[src/rtl/alu_pkg.sv]
// alu_pkg: shared constants for the ALU execute stage
//    ALU_WIDTH      default operand/result width
//    ALU_*          3-bit alu_control codes from the decoder
//    state_t        execute FSM encoding (IDLE, SHIFT)
//    is_shift()     true for the three shift codes
package alu_pkg;
   localparam int ALU_WIDTH = 32;
   localparam logic [2:0] ALU_ADD = 3'b000;
   localparam logic [2:0] ALU_SUB = 3'b001;
   localparam logic [2:0] ALU_AND = 3'b010;
   localparam logic [2:0] ALU_OR  = 3'b011;
   localparam logic [2:0] ALU_SLL = 3'b100;
   localparam logic [2:0] ALU_SLT = 3'b101;
   localparam logic [2:0] ALU_SRL = 3'b110;
   localparam logic [2:0] ALU_SRA = 3'b111;
   typedef enum logic {IDLE, SHIFT} state_t;
   function automatic logic is_shift(input logic [2:0] op);
      return op inside {ALU_SLL, ALU_SRL, ALU_SRA};
   endfunction
endpackage

[src/rtl/alu_exec_if.sv]
// alu_exec_if: valid/ready operand and result bus of the execute stage
//    in_valid/in_ready, a, b, alu_control          producer -> stage
//    out_valid/out_ready, result, zero, negative,
//    carry, overflow                               stage -> consumer
//    modport master: the producer/consumer side; modport slave: the stage
interface alu_exec_if
   import alu_pkg::*;
#(
   parameter int WIDTH = ALU_WIDTH
);
   logic             in_valid;
   logic             in_ready;
   logic [WIDTH-1:0] a;
   logic [WIDTH-1:0] b;
   logic [2:0]       alu_control;
   logic             out_valid;
   logic             out_ready;
   logic [WIDTH-1:0] result;
   logic             zero;
   logic             negative;
   logic             carry;
   logic             overflow;
   modport master (
      output in_valid, a, b, alu_control, out_ready,
      input  in_ready, out_valid, result, zero, negative, carry, overflow
   );
   modport slave (
      input  in_valid, a, b, alu_control, out_ready,
      output in_ready, out_valid, result, zero, negative, carry, overflow
   );
endinterface

[src/rtl/alu_exec_shifter.sv]
// alu_exec_shifter: iterative one-bit-per-cycle shifter for sll/srl/sra
//    clk, rst   clock, synchronous active-high reset
//    start      load acc=a, cnt=shamt, latch op (shamt must be nonzero)
//    op         alu_control shift code
//    a, shamt   operand and shift amount
//    next       acc shifted by one more bit (final value when done)
//    done       pulse on the last step (cnt == 1)
module alu_exec_shifter
   import alu_pkg::*;
#(
   parameter int WIDTH   = ALU_WIDTH,
   parameter int SHAMT_W = $clog2(WIDTH)
) (
   input  logic               clk,
   input  logic               rst,
   input  logic               start,
   input  logic [2:0]         op,
   input  logic [WIDTH-1:0]   a,
   input  logic [SHAMT_W-1:0] shamt,
   output logic [WIDTH-1:0]   next,
   output logic               done
);
   logic [WIDTH-1:0]   acc;
   logic [SHAMT_W-1:0] cnt;
   logic [2:0]         op_q;
   // srl and sra differ only in the fill bit entering at the top
   assign next = op_q == ALU_SLL ? {acc[WIDTH-2:0], 1'b0}
                                 : {op_q == ALU_SRA && acc[WIDTH-1], acc[WIDTH-1:1]};
   assign done = cnt == SHAMT_W'(1);
   always_ff @(posedge clk) begin
      if (rst) begin
         acc  <= '0;
         cnt  <= '0;
         op_q <= ALU_ADD;
      end else if (start) begin
         acc  <= a;
         cnt  <= shamt;
         op_q <= op;
      end else if (cnt != '0) begin
         acc <= next;
         cnt <= cnt - SHAMT_W'(1);
      end
   end
endmodule

[src/rtl/alu_exec.sv]
// alu_exec: registered ALU execute stage with valid/ready handshake
//    clk, rst   clock, synchronous active-high reset
//    bus        alu_exec_if.slave: in_valid/in_ready, a, b, alu_control in;
//               out_valid/out_ready, result, zero, negative, carry, overflow out
//    ALU_EXEC_SHIFT_EN  builds the iterative shifter and SHIFT state; without
//               it the shift codes return a zero result in one cycle
module alu_exec
   import alu_pkg::*;
#(
   parameter int WIDTH   = ALU_WIDTH,
   parameter int SHAMT_W = $clog2(WIDTH)
) (
   input logic       clk,
   input logic       rst,
   alu_exec_if.slave bus
);
   if (SHAMT_W != $clog2(WIDTH)) begin : g_bad_shamt
      $error("SHAMT_W must equal log2(WIDTH)");
   end
   logic [WIDTH-1:0] bx;
   logic [WIDTH-1:0] res_c;
   logic [WIDTH-1:0] res;
   logic [WIDTH:0]   sum;
   logic             use_sub;
   logic             ovf;
   logic             carry_c;
   logic             ovf_c;
   logic             idle;
   logic             accept;
   logic             start;
   logic             vld;
   logic             z;
   logic             n;
   logic             c;
   logic             v;
   // slt shares the subtractor: a + ~b + 1
   assign use_sub = bus.alu_control == ALU_SUB || bus.alu_control == ALU_SLT;
   assign bx      = use_sub ? ~bus.b : bus.b;
   assign sum     = {1'b0, bus.a} + {1'b0, bx} + (WIDTH + 1)'(use_sub);
   assign ovf     = (bus.a[WIDTH-1] == bx[WIDTH-1]) && (sum[WIDTH-1] != bus.a[WIDTH-1]);
   assign accept  = bus.in_valid && bus.in_ready;
   assign bus.in_ready  = !rst && idle && (!vld || bus.out_ready);
   assign bus.out_valid = vld;
   assign bus.result    = res;
   assign bus.zero      = z;
   assign bus.negative  = n;
   assign bus.carry     = c;
   assign bus.overflow  = v;
`ifdef ALU_EXEC_SHIFT_EN
   state_t             state;
   logic [WIDTH-1:0]   sh_next;
   logic               sh_done;
   logic [SHAMT_W-1:0] shamt;
   assign shamt = bus.b[SHAMT_W-1:0];
   assign idle  = state == IDLE;
   // a zero shift amount completes like any single-cycle op
   assign start = accept && is_shift(bus.alu_control) && shamt != '0;
   alu_exec_shifter #(.WIDTH(WIDTH), .SHAMT_W(SHAMT_W)) u_shifter (
      .clk   (clk),
      .rst   (rst),
      .start (start),
      .op    (bus.alu_control),
      .a     (bus.a),
      .shamt (shamt),
      .next  (sh_next),
      .done  (sh_done)
   );
`else
   assign idle  = 1'b1;
   assign start = 1'b0;
`endif
   always_comb begin
      res_c   = '0;
      carry_c = 1'b0;
      ovf_c   = 1'b0;
      case (bus.alu_control)
         ALU_ADD, ALU_SUB: begin
            res_c   = sum[WIDTH-1:0];
            carry_c = sum[WIDTH];
            ovf_c   = ovf;
         end
         ALU_AND: res_c = bus.a & bus.b;
         ALU_OR:  res_c = bus.a | bus.b;
         ALU_SLT: res_c = WIDTH'(sum[WIDTH-1] ^ ovf);
`ifdef ALU_EXEC_SHIFT_EN
         default: res_c = bus.a;
`else
         default: res_c = '0;
`endif
      endcase
   end
   always_ff @(posedge clk) begin
      if (rst) begin
         vld <= 1'b0;
         res <= '0;
         z   <= 1'b0;
         n   <= 1'b0;
         c   <= 1'b0;
         v   <= 1'b0;
`ifdef ALU_EXEC_SHIFT_EN
         state <= IDLE;
`endif
      end else begin
         if (vld && bus.out_ready) vld <= 1'b0;
         if (accept && !start) begin
            vld <= 1'b1;
            res <= res_c;
            z   <= res_c == '0;
            n   <= res_c[WIDTH-1];
            c   <= carry_c;
            v   <= ovf_c;
         end
`ifdef ALU_EXEC_SHIFT_EN
         if (start) state <= SHIFT;
         if (state == SHIFT && sh_done) begin
            vld   <= 1'b1;
            res   <= sh_next;
            z     <= sh_next == '0;
            n     <= sh_next[WIDTH-1];
            c     <= 1'b0;
            v     <= 1'b0;
            state <= IDLE;
         end
`endif
      end
   end
endmodule

[src/flat_wrapper.sv]
// flat-port wrapper written by rule: the top's interface ports become plain ports
module alu_exec_flat import alu_pkg::*;
#(
   parameter int WIDTH   = ALU_WIDTH,
   parameter int SHAMT_W = $clog2(WIDTH)
)
  (clk, rst, bus_in_valid, bus_a, bus_b, bus_alu_control, bus_out_ready, bus_in_ready, bus_out_valid, bus_result, bus_zero, bus_negative, bus_carry, bus_overflow);
  alu_exec_if #(.WIDTH(WIDTH)) bus_i ();
  input logic clk;
  input logic rst;
  input wire logic [$bits(bus_i.in_valid)-1:0] bus_in_valid;
  input wire logic [$bits(bus_i.a)-1:0] bus_a;
  input wire logic [$bits(bus_i.b)-1:0] bus_b;
  input wire logic [$bits(bus_i.alu_control)-1:0] bus_alu_control;
  input wire logic [$bits(bus_i.out_ready)-1:0] bus_out_ready;
  output wire logic [$bits(bus_i.in_ready)-1:0] bus_in_ready;
  output wire logic [$bits(bus_i.out_valid)-1:0] bus_out_valid;
  output wire logic [$bits(bus_i.result)-1:0] bus_result;
  output wire logic [$bits(bus_i.zero)-1:0] bus_zero;
  output wire logic [$bits(bus_i.negative)-1:0] bus_negative;
  output wire logic [$bits(bus_i.carry)-1:0] bus_carry;
  output wire logic [$bits(bus_i.overflow)-1:0] bus_overflow;
  assign bus_i.in_valid = bus_in_valid;
  assign bus_i.a = bus_a;
  assign bus_i.b = bus_b;
  assign bus_i.alu_control = bus_alu_control;
  assign bus_i.out_ready = bus_out_ready;
  assign bus_in_ready = bus_i.in_ready;
  assign bus_out_valid = bus_i.out_valid;
  assign bus_result = bus_i.result;
  assign bus_zero = bus_i.zero;
  assign bus_negative = bus_i.negative;
  assign bus_carry = bus_i.carry;
  assign bus_overflow = bus_i.overflow;
  alu_exec #(.WIDTH(WIDTH), .SHAMT_W(SHAMT_W)) u_core (.clk(clk), .rst(rst), .bus(bus_i));
endmodule
[config.mk]
export PLATFORM = sky130hd
export DESIGN_NAME = alu_exec_flat
export DESIGN_NICKNAME = d
export VERILOG_FILES = /design/src/rtl/alu_pkg.sv /design/src/rtl/alu_exec_if.sv /design/src/rtl/alu_exec_shifter.sv /design/src/rtl/alu_exec.sv /design/src/flat_wrapper.sv
export SDC_FILE = /design/constraint.sdc
export NUM_CORES = 1
export LEC_CHECK = 0
export CAP_MARGIN = 20
export CORE_ASPECT_RATIO = 1.5
export CORE_MARGIN = 4
export CORE_UTILIZATION = 51
export DETAILED_ROUTE_END_ITERATION = 10
export HOLD_SLACK_MARGIN = 0.02
export PLACE_DENSITY = 0.83
export RECOVER_POWER = 25
export SLEW_MARGIN = 20
export SYNTH_ARGS = -nofsm -noshare
export SYNTH_HDL_FRONTEND = slang
export SYNTH_SLANG_ARGS = --single-unit
[constraint.sdc]
create_clock -name clk -period 5.8 [get_ports clk]
set_clock_uncertainty 0.2 [all_clocks]
set_input_delay 1.16 -clock clk [delete_from_list [all_inputs] [get_ports clk]]
set_output_delay 1.16 -clock clk [all_outputs]
set_load 0.01 [all_outputs]
==> results.py <==
metrics = {
    "outcome": {
        "status": "finished, final reports clean",
    },
    "route": {
        "drcViolationCount": 0,
        "viasPerCell": 6.547,
        "wire_per_inst_um": 20.81,
        "dr.pass1.iters": 6,
        "drtIter0Drc": 396,
        "num_vias": 5434,
        "postRouteAntennaNets": 0,
        "wl_mm": 17.27,
    },
    "power": {
        "power.density_nw_per_um2": 200.9,
        "clockPowerShare": 0.236,
        "total_leakage_power_nw": 2.376,
        "swShare": 0.3979,
        "power_w": 0.001183,
        "power_frac_comb": 0.531,
        "peakVddDrop_mv": 0.2065,
        "seqPwrFrac": 0.233,
        "internal-power_w": 0.0007123,
        "p_switching_w": 0.0004707,
    },
    "synthesis": {
        "syn-cell-area_um2": 4546,
        "yosys-top-cells-count": "63 x nand2_1, 57 x o21ai_0, 51 x a21oi_1, 41 x nor2_1, 40 x xnor2_1",
        "synth-seq-cells": 36,
        "synth_flop_cell": "dfxtp_1",
        "syn_avg_cell_area_um2": 7.204,
        "synth_edf_count": 0,
        "netlist.area_leader.share": 0.1585,
        "yosysMostFrequentCell": "nand2_1",
        "ys_warn_count": 0,
        "synth.area.top_cells": "dfxtp_1 16%, ha_1 10%, xnor2_1 7.7%",
        "synthArstFlopShare": 0,
        "syn_inst": 631,
        "syn_nets": 741,
        "yosysUniqueCellTypes": 67,
        "yosysSeqAreaShare": 0.1585,
        "yosysTopAreaCell": "dfxtp_1",
    },
    "global_route": {
        "antenna_found_initial": 0,
        "grt_pass1_wl_mm": 26.41,
        "grt_overflow_total": 0,
        "grt_max_degree": 58,
        "grt_usage": 0.3179,
        "grt_pass1_vias": 5496,
    },
    "placement": {
        "dp_slack_ns": 0.2138,
        "place.port_buffers": 108,
        "hpwl_mm": 13.37,
        "placed_area_um2": 5736,
        "globalplace.congestion": 0.9690,
    },
    "sta": {
        "setup_slack_ns": 0.4198,
        "finalHoldViolations": 0,
        "fin_crit_ns": 5.380,
        "fmaxAchievable_mhz": 185.9,
        "tns_ns": 0,
        "max_slew_margin": 0.3622,
        "fin_crit_sh": 0.9276,
        "rsz0062_at_grt": "no",
        "drv_slew": 0,
        "setup_viol": 0,
        "worst_pin_slew_ns": 0.9556,
    },
    "min_path": {
        "hold_path_end": "u_core.bus.result[19]$_SDFFE_PP0P_",
        "hold_class": "reg2reg",
        "hold_depth": 2,
        "worstHoldStart": "u_core.bus.result[19]$_SDFFE_PP0P_",
    },
    "cells_and_area": {
        "multi_input_area_um2": 3605,
        "layout-drive-gt1-share": 0.05809,
        "post-route-util": 0.6873,
        "filler_cell_count": 728,
        "stdcell_area_um2": 5888,
        "synthToLayoutAreaGrowth_pct": 29.53,
        "regArea_um2": 720.7,
        "antenna_cells": 0,
        "nets": 833,
    },
    "cts": {
        "post_cts_buffers": 0,
        "ctsHtreeMaxLevel": 2,
        "clkSlewWorstSetupHoldPaths_ns": 0.05,
        "cts_made_buffers": 5,
        "cts_buffer_depth": 2,
        "clk_latency_ns": 0.28,
        "cts.sinks": 36,
        "cts_resized": 0,
        "cts_root_buf": "clkbuf_16",
        "cts_tree": "done",
        "hold_buffers": 0,
    },
    "critical_path": {
        "rr_startpoint": "u_core.bus.out_valid$_SDFFE_PP0P_",
        "reg2reg_depth": 11,
        "path_class": "in2reg",
        "cp.arrival_ns": 5.36,
        "cp_cell_sequence": "clkdlybuf4s50_1 > nand2b_2 > buf_4 > xnor2_1 > ha_1 > a21oi_1 > o211ai_1 > a21boi_0 > o22ai_1 > o21ai_0 > nor3b_1 > a2111oi_0 > a21oi_1 > a41o_1",
        "r2r_slack_ns": 2.92,
        "r2r_end": "u_core.bus.zero$_SDFFE_PP0P_",
        "cp_slowest_cell": "a2111oi_0",
        "worstSetupEndpointType": "flop",
        "critPathLaunchType": "primary input",
        "critPathMaxFanout": 16,
        "slowest_delay_ns": 0.61,
        "crit_top_cell": "a21oi_1",
        "required_ns": 5.78,
    },
    "die": {
        "io_pins": 109,
        "die_h_um": 123.6,
        "die_area_um2": 10520,
        "row_count": 41,
        "start_util": 0.5306,
        "core_area_um2": 8567,
        "die_x_um": 85.09,
    },
    "job": {
        "drv_cap": 0,
    },
}
==> final cells by class <==
type	count	share of cell area
repair buffers	127	0.2078
well taps	107	0.02274
clock buffers	7	0.02592
inverters	14	0.008925
multi-input cells	539	0.6122
flip-flops and latches	36	0.1224
==> sequential cells by signal (all words and copies together), names as in the netlist <==
signal / count
u_core.bus.out_valid: 1
u_core.bus.zero: 1
u_core.bus.negative: 1
u_core.bus.overflow: 1
u_core.bus.carry: 1
u_core.bus.result: 31
==> worst max-delay path, delay by kind of cell <==
family	cells	cell delay [ns]
xor gates and xnor gates	1	0.11
buffers and inverters	2	0.80
and+or+nand+nor	2	0.33
adders and majority gates	1	0.41
AOI/OAI and AO/OA	8	2.54
==> kinds of logic after synthesis <==
family          count (synthesis)  synth area share
compound gates                214            0.3091
xor+xnor                       45           0.08671
fa+ha+maj                      55            0.1442
buf+inv                        56           0.04954
flops                          36            0.1585
mux                             8           0.01789
simple gates                  217            0.2340
==> worst max-delay path by stage <==
stage | startpoint | to | slack (ns) | cells after the start
6_report | bus_alu_control[1] | u_core.bus.zero$_SDFFE_PP0P_ | 0.42 | 14
5_1_grt | bus_alu_control[1] | u_core.bus.zero$_SDFFE_PP0P_ | 0.10 | 15
4_1_cts | bus_alu_control[1] | u_core.bus.zero$_SDFFE_PP0P_ | 0.50 | 15
3_5_place_dp | bus_alu_control[1] | u_core.bus.zero$_SDFFE_PP0P_ | 0.21 | 15
3_3_place_gp | bus_alu_control[1] | u_core.bus.zero$_SDFFE_PP0P_ | 0.36 | 15
2_1_floorplan | bus_alu_control[0] | u_core.bus.zero$_SDFFE_PP0P_ | 0.31 | 18
==> stage by stage <==
step	hold slack (ns)	instances
4_1_cts	0.2577	830
3_5_place_dp	0.2489	823
2_1_floorplan	0.2783	631
6_report	0.2578	830
3_3_place_gp	0.2453	823
5_1_grt	0.2875	830
==> power groups by stage <==
stage,Sequential [W],Clock (W),Combinational (W)
global placement,0.000280,0,0.000610
finish,0.000276,0.000279,0.000628
floorplan,0.000288,0,0.000380
detailed placement,0.000281,0,0.000617
global route,0.000277,0.000285,0.000682
CTS,0.000276,0.000278,0.000622
==> placed cells by master, fill, tap and decap left out, drive strengths merged, types with 11 or more instances in the layout <==
cell type	instances
nand2	63
nor2	41
maj3	16
dlygate4sd3	18
dfxtp	36
and3	11
ha	38
a31oi	13
nand4	16
buf	19
clkdlybuf4s50	90
a21oi	52
a21o	16
nand3	33
inv	14
a211oi	12
nor3	11
o21ai	57
xnor2	40
==> layer usage <==
metal	track usage	vias to the layer above	routed length [um]
met1	0.2976	2497	5687
met4	0.2307	0	1335
met3	0.03839	90	1038
li1	-	2549	-
met2	0.6211	298	9207
met5	0	-	0
No activity file was read; power rests on OpenSTA's default activity.
